[src/rtl/vga_timing_ctrl_if.sv]
// Frame-source request/data bus plus the VGA pin group driven by vga_timing_ctrl.
interface vga_timing_ctrl_if;
  logic        pattern_en;
  logic [23:0] vga_data;
  logic        pix_req;
  logic [9:0]  h_addr;
  logic [9:0]  v_addr;
  logic        frame_start;
  logic        VGA_CLK;
  logic        VGA_HSYNC;
  logic        VGA_VSYNC;
  logic        VGA_BLANK_N;
  logic [7:0]  VGA_R;
  logic [7:0]  VGA_G;
  logic [7:0]  VGA_B;

  modport master (
    input  pattern_en, vga_data,
    output pix_req, h_addr, v_addr, frame_start,
    output VGA_CLK, VGA_HSYNC, VGA_VSYNC, VGA_BLANK_N, VGA_R, VGA_G, VGA_B
  );

  modport slave (
    output pattern_en, vga_data,
    input  pix_req, h_addr, v_addr, frame_start,
    input  VGA_CLK, VGA_HSYNC, VGA_VSYNC, VGA_BLANK_N, VGA_R, VGA_G, VGA_B
  );
endinterface

[src/rtl/vga_timing_ctrl.sv]
// VGA raster timing: pixel prescaler, h/v counters, pixel requests and a
// two-tick output pipeline so returned pixel data lines up with the syncs.
module vga_timing_ctrl #(
  parameter int CLK_DIV = 1,
  parameter int H_SYNC  = 96,
  parameter int H_BP    = 48,
  parameter int H_ACT   = 640,
  parameter int H_FP    = 16,
  parameter int V_SYNC  = 2,
  parameter int V_BP    = 33,
  parameter int V_ACT   = 480,
  parameter int V_FP    = 10
) (
  input  logic clk,
  input  logic rst,
  vga_timing_ctrl_if.master bus
);

  localparam int H_TOTAL   = H_SYNC + H_BP + H_ACT + H_FP;
  localparam int V_TOTAL   = V_SYNC + V_BP + V_ACT + V_FP;
  localparam int H_ACT_BEG = H_SYNC + H_BP;
  localparam int V_ACT_BEG = V_SYNC + V_BP;
  localparam int BAR_W     = H_ACT / 8;
  localparam int DIV_W     = (CLK_DIV > 1) ? $clog2(CLK_DIV) : 1;

  logic [DIV_W-1:0] div_cnt_reg;
  logic             tick;
  logic [9:0]       h_cnt_reg;
  logic [9:0]       v_cnt_reg;
  logic             h_last;
  logic             v_last;
  logic             frame_start_reg;

  logic             h_in;
  logic             v_in;
  logic             act;
  logic             hs0;
  logic             vs0;
  logic [9:0]       h_addr_s0;
  logic [9:0]       v_addr_s0;

  logic             act_d_reg;
  logic             hs_d_reg;
  logic             vs_d_reg;
  logic [9:0]       h_addr_d_reg;
  logic [6:0]       bar_ge;
  logic [2:0]       bar_idx;
  logic [23:0]      rgb_next;

  logic             hsync_reg;
  logic             vsync_reg;
  logic             blank_n_reg;
  logic [23:0]      rgb_reg;

  assign tick = (div_cnt_reg == DIV_W'(CLK_DIV - 1));

  always_ff @(posedge clk) begin
    if (!rst) begin
      div_cnt_reg <= '0;
    end else if (tick) begin
      div_cnt_reg <= '0;
    end else begin
      div_cnt_reg <= div_cnt_reg + 1'b1;
    end
  end

  generate
    if (CLK_DIV == 1) begin : g_clk_direct
      assign bus.VGA_CLK = clk;
    end else begin : g_clk_div
      assign bus.VGA_CLK = (div_cnt_reg >= DIV_W'(CLK_DIV / 2));
    end
  endgenerate

  assign h_last = (h_cnt_reg == 10'(H_TOTAL - 1));
  assign v_last = (v_cnt_reg == 10'(V_TOTAL - 1));

  always_ff @(posedge clk) begin
    if (!rst) begin
      h_cnt_reg       <= '0;
      v_cnt_reg       <= '0;
      frame_start_reg <= 1'b0;
    end else begin
      // Qualified by tick so the pulse stays one clk wide at any divider.
      frame_start_reg <= tick && h_last && v_last;
      if (tick) begin
        if (h_last) begin
          h_cnt_reg <= '0;
          v_cnt_reg <= v_last ? 10'd0 : v_cnt_reg + 10'd1;
        end else begin
          h_cnt_reg <= h_cnt_reg + 10'd1;
        end
      end
    end
  end

  assign h_in      = (h_cnt_reg >= 10'(H_ACT_BEG)) && (h_cnt_reg < 10'(H_ACT_BEG + H_ACT));
  assign v_in      = (v_cnt_reg >= 10'(V_ACT_BEG)) && (v_cnt_reg < 10'(V_ACT_BEG + V_ACT));
  assign act       = h_in && v_in;
  assign hs0       = (h_cnt_reg < 10'(H_SYNC));
  assign vs0       = (v_cnt_reg < 10'(V_SYNC));
  assign h_addr_s0 = act ? (h_cnt_reg - 10'(H_ACT_BEG)) : 10'd0;
  assign v_addr_s0 = act ? (v_cnt_reg - 10'(V_ACT_BEG)) : 10'd0;

  // Bar index as a thermometer of column thresholds, avoiding a divider.
  generate
    for (genvar gi = 1; gi < 8; gi++) begin : g_bar
      assign bar_ge[gi-1] = (h_addr_d_reg >= 10'(gi * BAR_W));
    end
  endgenerate

  always_comb begin
    bar_idx = 3'd0;
    for (int i = 0; i < 7; i++) begin
      bar_idx = bar_idx + 3'(bar_ge[i]);
    end
  end

  always_comb begin
    rgb_next = 24'h0;
    if (act_d_reg) begin
      rgb_next = bus.pattern_en ? {{8{bar_idx[2]}}, {8{bar_idx[1]}}, {8{bar_idx[0]}}}
                                : bus.vga_data;
    end
  end

  // The _d stage covers the frame source's one-tick read latency.
  always_ff @(posedge clk) begin
    if (!rst) begin
      act_d_reg    <= 1'b0;
      hs_d_reg     <= 1'b0;
      vs_d_reg     <= 1'b0;
      h_addr_d_reg <= '0;
      hsync_reg    <= 1'b1;
      vsync_reg    <= 1'b1;
      blank_n_reg  <= 1'b0;
      rgb_reg      <= '0;
    end else if (tick) begin
      act_d_reg    <= act;
      hs_d_reg     <= hs0;
      vs_d_reg     <= vs0;
      h_addr_d_reg <= h_addr_s0;
      hsync_reg    <= ~hs_d_reg;
      vsync_reg    <= ~vs_d_reg;
      blank_n_reg  <= act_d_reg;
      rgb_reg      <= rgb_next;
    end
  end

  assign bus.pix_req     = act;
  assign bus.h_addr      = h_addr_s0;
  assign bus.v_addr      = v_addr_s0;
  assign bus.frame_start = frame_start_reg;
  assign bus.VGA_HSYNC   = hsync_reg;
  assign bus.VGA_VSYNC   = vsync_reg;
  assign bus.VGA_BLANK_N = blank_n_reg;
  assign bus.VGA_R       = rgb_reg[23:16];
  assign bus.VGA_G       = rgb_reg[15:8];
  assign bus.VGA_B       = rgb_reg[7:0];

endmodule
[src/flat_wrapper.sv]
// flat-port wrapper written by rule: the top's interface ports become plain ports
module vga_timing_ctrl_flat 
#(
  parameter int CLK_DIV = 1,
  parameter int H_SYNC  = 96,
  parameter int H_BP    = 48,
  parameter int H_ACT   = 640,
  parameter int H_FP    = 16,
  parameter int V_SYNC  = 2,
  parameter int V_BP    = 33,
  parameter int V_ACT   = 480,
  parameter int V_FP    = 10
)
  (clk, rst, bus_pattern_en, bus_vga_data, bus_pix_req, bus_h_addr, bus_v_addr, bus_frame_start, bus_VGA_CLK, bus_VGA_HSYNC, bus_VGA_VSYNC, bus_VGA_BLANK_N, bus_VGA_R, bus_VGA_G, bus_VGA_B);
  vga_timing_ctrl_if bus_i ();
  input  logic clk;
  input  logic rst;
  input wire logic [$bits(bus_i.pattern_en)-1:0] bus_pattern_en;
  input wire logic [$bits(bus_i.vga_data)-1:0] bus_vga_data;
  output wire logic [$bits(bus_i.pix_req)-1:0] bus_pix_req;
  output wire logic [$bits(bus_i.h_addr)-1:0] bus_h_addr;
  output wire logic [$bits(bus_i.v_addr)-1:0] bus_v_addr;
  output wire logic [$bits(bus_i.frame_start)-1:0] bus_frame_start;
  output wire logic [$bits(bus_i.VGA_CLK)-1:0] bus_VGA_CLK;
  output wire logic [$bits(bus_i.VGA_HSYNC)-1:0] bus_VGA_HSYNC;
  output wire logic [$bits(bus_i.VGA_VSYNC)-1:0] bus_VGA_VSYNC;
  output wire logic [$bits(bus_i.VGA_BLANK_N)-1:0] bus_VGA_BLANK_N;
  output wire logic [$bits(bus_i.VGA_R)-1:0] bus_VGA_R;
  output wire logic [$bits(bus_i.VGA_G)-1:0] bus_VGA_G;
  output wire logic [$bits(bus_i.VGA_B)-1:0] bus_VGA_B;
  assign bus_i.pattern_en = bus_pattern_en;
  assign bus_i.vga_data = bus_vga_data;
  assign bus_pix_req = bus_i.pix_req;
  assign bus_h_addr = bus_i.h_addr;
  assign bus_v_addr = bus_i.v_addr;
  assign bus_frame_start = bus_i.frame_start;
  assign bus_VGA_CLK = bus_i.VGA_CLK;
  assign bus_VGA_HSYNC = bus_i.VGA_HSYNC;
  assign bus_VGA_VSYNC = bus_i.VGA_VSYNC;
  assign bus_VGA_BLANK_N = bus_i.VGA_BLANK_N;
  assign bus_VGA_R = bus_i.VGA_R;
  assign bus_VGA_G = bus_i.VGA_G;
  assign bus_VGA_B = bus_i.VGA_B;
  vga_timing_ctrl #(.CLK_DIV(CLK_DIV), .H_SYNC(H_SYNC), .H_BP(H_BP), .H_ACT(H_ACT), .H_FP(H_FP), .V_SYNC(V_SYNC), .V_BP(V_BP), .V_ACT(V_ACT), .V_FP(V_FP)) u_core (.clk(clk), .rst(rst), .bus(bus_i));
endmodule
[config.mk]
export PLATFORM = sky130hd
export DESIGN_NAME = vga_timing_ctrl_flat
export DESIGN_NICKNAME = d
export VERILOG_FILES = /design/src/rtl/vga_timing_ctrl_if.sv /design/src/rtl/vga_timing_ctrl.sv /design/src/flat_wrapper.sv
export SDC_FILE = /design/constraint.sdc
export NUM_CORES = 1
export LEC_CHECK = 0
export CAP_MARGIN = 20
export CORE_ASPECT_RATIO = 1.1
export CORE_MARGIN = 5
export CORE_UTILIZATION = 55
export CTS_CLUSTER_SIZE = 30
export DETAILED_ROUTE_END_ITERATION = 6
export DONT_BUFFER_PORTS = 1
export HOLD_SLACK_MARGIN = 0.1
export PLACE_DENSITY = 0.68
export SLEW_MARGIN = 20
export SYNTH_ARGS = -nofsm -noshare
export SYNTH_HDL_FRONTEND = slang
export SYNTH_SLANG_ARGS = --single-unit
[constraint.sdc]
create_clock -name clk -period 5.3 [get_ports clk]
set_input_delay 0.795 -clock clk [delete_from_list [all_inputs] [get_ports clk]]
set_output_delay 0.795 -clock clk [all_outputs]
set_load 0.02 [all_outputs]
==> PnR_summary.wiki <==
{| class="wikitable"
! Metric !! Value
|-
| Status || finished, final reports clean
|-
| CTS sink cnt || between 50 and 60
|-
| Number of setup buffers added after CTS || 0
|-
| Tcrit/Tclk final || between 60% and 70%
|-
| Die footprint || just over 7000 µm²
|-
| Vias per cell || roughly 5.8
|-
| Flop and latch count out of synthesis || 58
|-
| Chip Height || 88.4 µm
|-
| CP startpoint || u_core.h_addr_d_reg[9]
|-
| Class of the most critical setup path || reg -> reg
|-
| Global placement routability congestion || roughly 0.76
|-
| Number of antenna repair diodes || 0
|-
| Sequential share of the synthesized area || between 30% and 40%
|-
| Core Box Area || about 5400 µm²
|-
| Placement-stage cell area || around 3000 µm²
|-
| Buffering stage count on the worst path with inverters included || 0
|-
| Io pins || between 70 and 80
|-
| Placed insts || approximately 410
|-
| Largest net degree at the start of global routing || 50
|-
| Slowest stage cell, crit path || fa_1
|-
| Largest register FFs || 24
|-
| Worst endpoint required time || 5.56 ns
|-
| Post-route cell area || between 3000 and 4000 µm²
|-
| Most frequent CP cell || fa_1
|-
| Post-synth top flop || dfxtp_1
|-
| Syn nets || a little over 400
|-
| Final period demand of the worst path || 3.50 ns
|-
| Chip width || ~80 µm
|-
| Initial antenna violation count || 0
|-
| Synthesis-to-finish area growth || 6.39%
|-
| Number of hold-repair buffers added at the cts stage || 0
|-
| Drt wl/cell || between 15 and 20 µm
|-
| CTS Buffer Depth || 2
|-
| Setup violators final || 0
|-
| Via count of the first global-routing pass || around 2300
|-
| Worst-case vdd ir drop || ~140 µV
|-
| Post-route DRC || 0
|-
| Final Slew Violations || 0
|-
| Clock transition at the registers of the reported paths || roughly 0.070 ns
|-
| Post-synthesis async set-or-reset flop share || 0%
|-
| Slowest cell delay on critical path || just over 0.5 ns
|-
| Number of nets with antenna violations after routing || 0
|-
| Top cell family by delay on the critical path || adder cells
|-
| Wire length reported by the detailed router || 6.76 mm
|-
| Drt initial violations || 128
|-
| Count of vias placed by the detailed router || between 2000 and 3000
|-
| Cells along the critical path || nor2_1 > nand3b_1 > ha_1 > fa_1 > fa_1 > ha_1 > fa_1 > xnor2_1 > a21oi_1 > o21ai_0 > a21oi_1
|-
| Endpoint kind of the worst setup timing path || flip-flop
|-
| CTS H-tree lvls || 3
|-
| Slew at the pin with the worst max-slew slack || 0.735 ns
|-
| Highest attainable clock frequency || between 0.2 and 0.3 GHz
|-
| Slew headroom || between 50 and 60%
|-
| Fraction of final layout cells with drive strength greater than 1 || 8.17%
|-
| Post-synthesis cell area || a little over 3000 µm²
|-
| Global-route wire length before repair || 11.1 mm
|-
| Filler-free cell count of the finished design || 430
|-
| Worst-case clock skew || about 0.0083 ns
|-
| Setup TNS || 0 ns
|-
| Number of library cell types mapped by synthesis || 55
|-
| Buffers on Ports || 0
|-
| First-pass detailed-route iteration total || 4
|-
| Gate Count Post-Synth || 369
|-
| Max_cap viols || 0
|-
| Startpoint type of the worst setup path || flip-flop
|-
| Maximum fanout along the worst path || 8
|-
| Count of yosys warnings during synthesis || 0
|-
| Beginning of the worst register-to-register path || u_core.h_addr_d_reg[9]
|-
| Combined global-route utilization of all metal layers || roughly a fifth
|-
| Power density of the placed cells || about 280 nW/µm²
|-
| Initial standard-cell utilization of the core || 57.0%
|-
| Total clock buffers created by CTS || 9
|-
| Arrival time at the worst endpoint || around 3.8 ns
|-
| Estimated wirelength of the detail-placed design || between 4 and 5 mm
|-
| Remaining global-route overflow || 0
|-
| Post-Synthesis Mean Instance Area || roughly 8.3 µm²
|-
| Hold/Removal Path Class || reg -> reg
|-
| Hold path start || u_core.vs_d_reg
|-
| Insertion delay of the later-clocked pin in the worst-skew pair || between 0.3 and 0.4 ns
|-
| CTS tree || yes
|-
| RSZ-0062 raised after global routing || no
|-
| Fin nets || 390
|-
| Library cell used as clock root buffer || clkbuf_8
|-
| LEAKAGE || ~1.2 nW
|-
| Post-CTS resize count || 0
|-
| Count of flip-flops with a built-in enable after synthesis || 0
|-
| Number of endpoints with negative hold slack in the final report || 0
|-
| Standard-cell row count || 28
|}
==> stage by stage <==
step | hold slack, ns | setup WS (ns) | util [%] | power [mW]
floorplan | 0.432 | 1.72 | - | 0.508
global placement | 0.461 | 1.84 | 55.9 | 0.488
CTS | 0.475 | 1.72 | 59.9 | 0.935
global route | 0.498 | 1.52 | 60.6 | 0.962
detailed placement | 0.464 | 1.74 | 55.9 | 0.489
finish | 0.478 | 1.80 | 60.6 | 0.928
==> final cells by class <==
cell class | count | area (µm²)
Multi-Input combinational cell | 267 | 1710
Clock buffer | 9 | 124
Inverter | 11 | 41.3
Tap cell | 75 | 93.8
Sequential cell | 58 | 1160
Clock inverter | 7 | 93.8
Timing Repair Buffer | 3 | 42.5
Fill cell | 512 | 2120
==> cell families after synthesis <==
logic type | count (synthesis) | share of synthesized area, %
flops | 58 | 37.8
other cells | 1 | 0.122
mux | 1 | 0.326
compound gates | 96 | 19.8
xor+xnor | 23 | 6.55
simple gates | 133 | 22.7
buf+inv | 44 | 6.76
fa+ha+maj | 13 | 6.02
==> metal layers <==
| layer | vias to the layer above | GRT usage [%] | wire, µm |
|---|---|---|---|
| met1 | 1150 | 24.8 | 2890 |
| met5 | - | 0 | 0 |
| met2 | 76 | 31.9 | 3140 |
| met3 | 10 | 6.42 | 623 |
| met4 | 0 | 9.22 | 111 |
| li1 | 1268 | - | - |
==> report_power, final <==
| part | switching, mW | internal, mW |
|---|---|---|
| clock network | 0.183 | 0.263 |
| registers | 0.00635 | 0.441 |
| logic | 0.0237 | 0.0106 |
| total | 0.213 | 0.715 |
==> cell usage after synthesis, drive strengths merged (2+ instances only) <==
| library cell | n | area share (%) |
|---|---|---|
| nand2 | 37 | 4.5 |
| and3 | 5 | 1.0 |
| dfxtp | 58 | 38 |
| ha | 10 | 4.1 |
| a21oi | 39 | 6.3 |
| a32oi | 2 | 0.57 |
| nand2b | 6 | 1.2 |
| or4 | 2 | 0.49 |
| nor3b | 3 | 0.73 |
| o211ai | 2 | 0.49 |
| or3 | 6 | 1.2 |
| nand4 | 4 | 0.81 |
| inv | 10 | 1.2 |
| o21ai | 32 | 5.3 |
| nand3b | 3 | 0.73 |
| nor2 | 21 | 2.6 |
| nor2b | 2 | 0.41 |
| and4b | 2 | 0.65 |
| o41ai | 5 | 2.5 |
| a31oi | 2 | 0.61 |
| nor3 | 22 | 3.6 |
| xnor2 | 15 | 4.3 |
| nand3 | 14 | 2.4 |
| buf | 16 | 3.3 |
| xor2 | 8 | 2.3 |
| fa | 3 | 2.0 |
| clkbuf | 17 | 2.1 |
| nor4 | 3 | 1.3 |
| o31ai | 5 | 1.2 |
==> cell usage in the layout, fill, tap and decap left out, types with 4 or more instances in the layout <==
| master | Yosys | layout |
|---|---|---|
| a21oi_1 | 39 | 39 |
| nor3_1 | 22 | 22 |
| nand2_1 | 37 | 37 |
| nand2b_1 | 6 | 6 |
| inv_1 | 10 | 10 |
| o21ai_0 | 31 | 31 |
| or3_1 | 6 | 6 |
| nand3_1 | 13 | 13 |
| clkbuf_8 | 0 | 9 |
| nand4_1 | 4 | 4 |
| o31ai_1 | 5 | 5 |
| and3_1 | 5 | 5 |
| nor2_1 | 21 | 21 |
| ha_1 | 10 | 10 |
| xnor2_1 | 15 | 15 |
| dfxtp_1 | 58 | 58 |
| xor2_1 | 8 | 8 |
==> worst paths after layout <==
| kind | endpoint | slack, ns | cells after the start |
|---|---|---|---|
| max | u_core.rgb_reg[23] | 1.80 | 11 |
| min | u_core.bus.VGA_VSYNC | 0.48 | 1 |
| max reg2reg | u_core.rgb_reg[23] | 1.80 | 11 |
| min reg2reg | u_core.bus.VGA_VSYNC | 0.48 | 1 |
(Power assumes the default switching activity.)
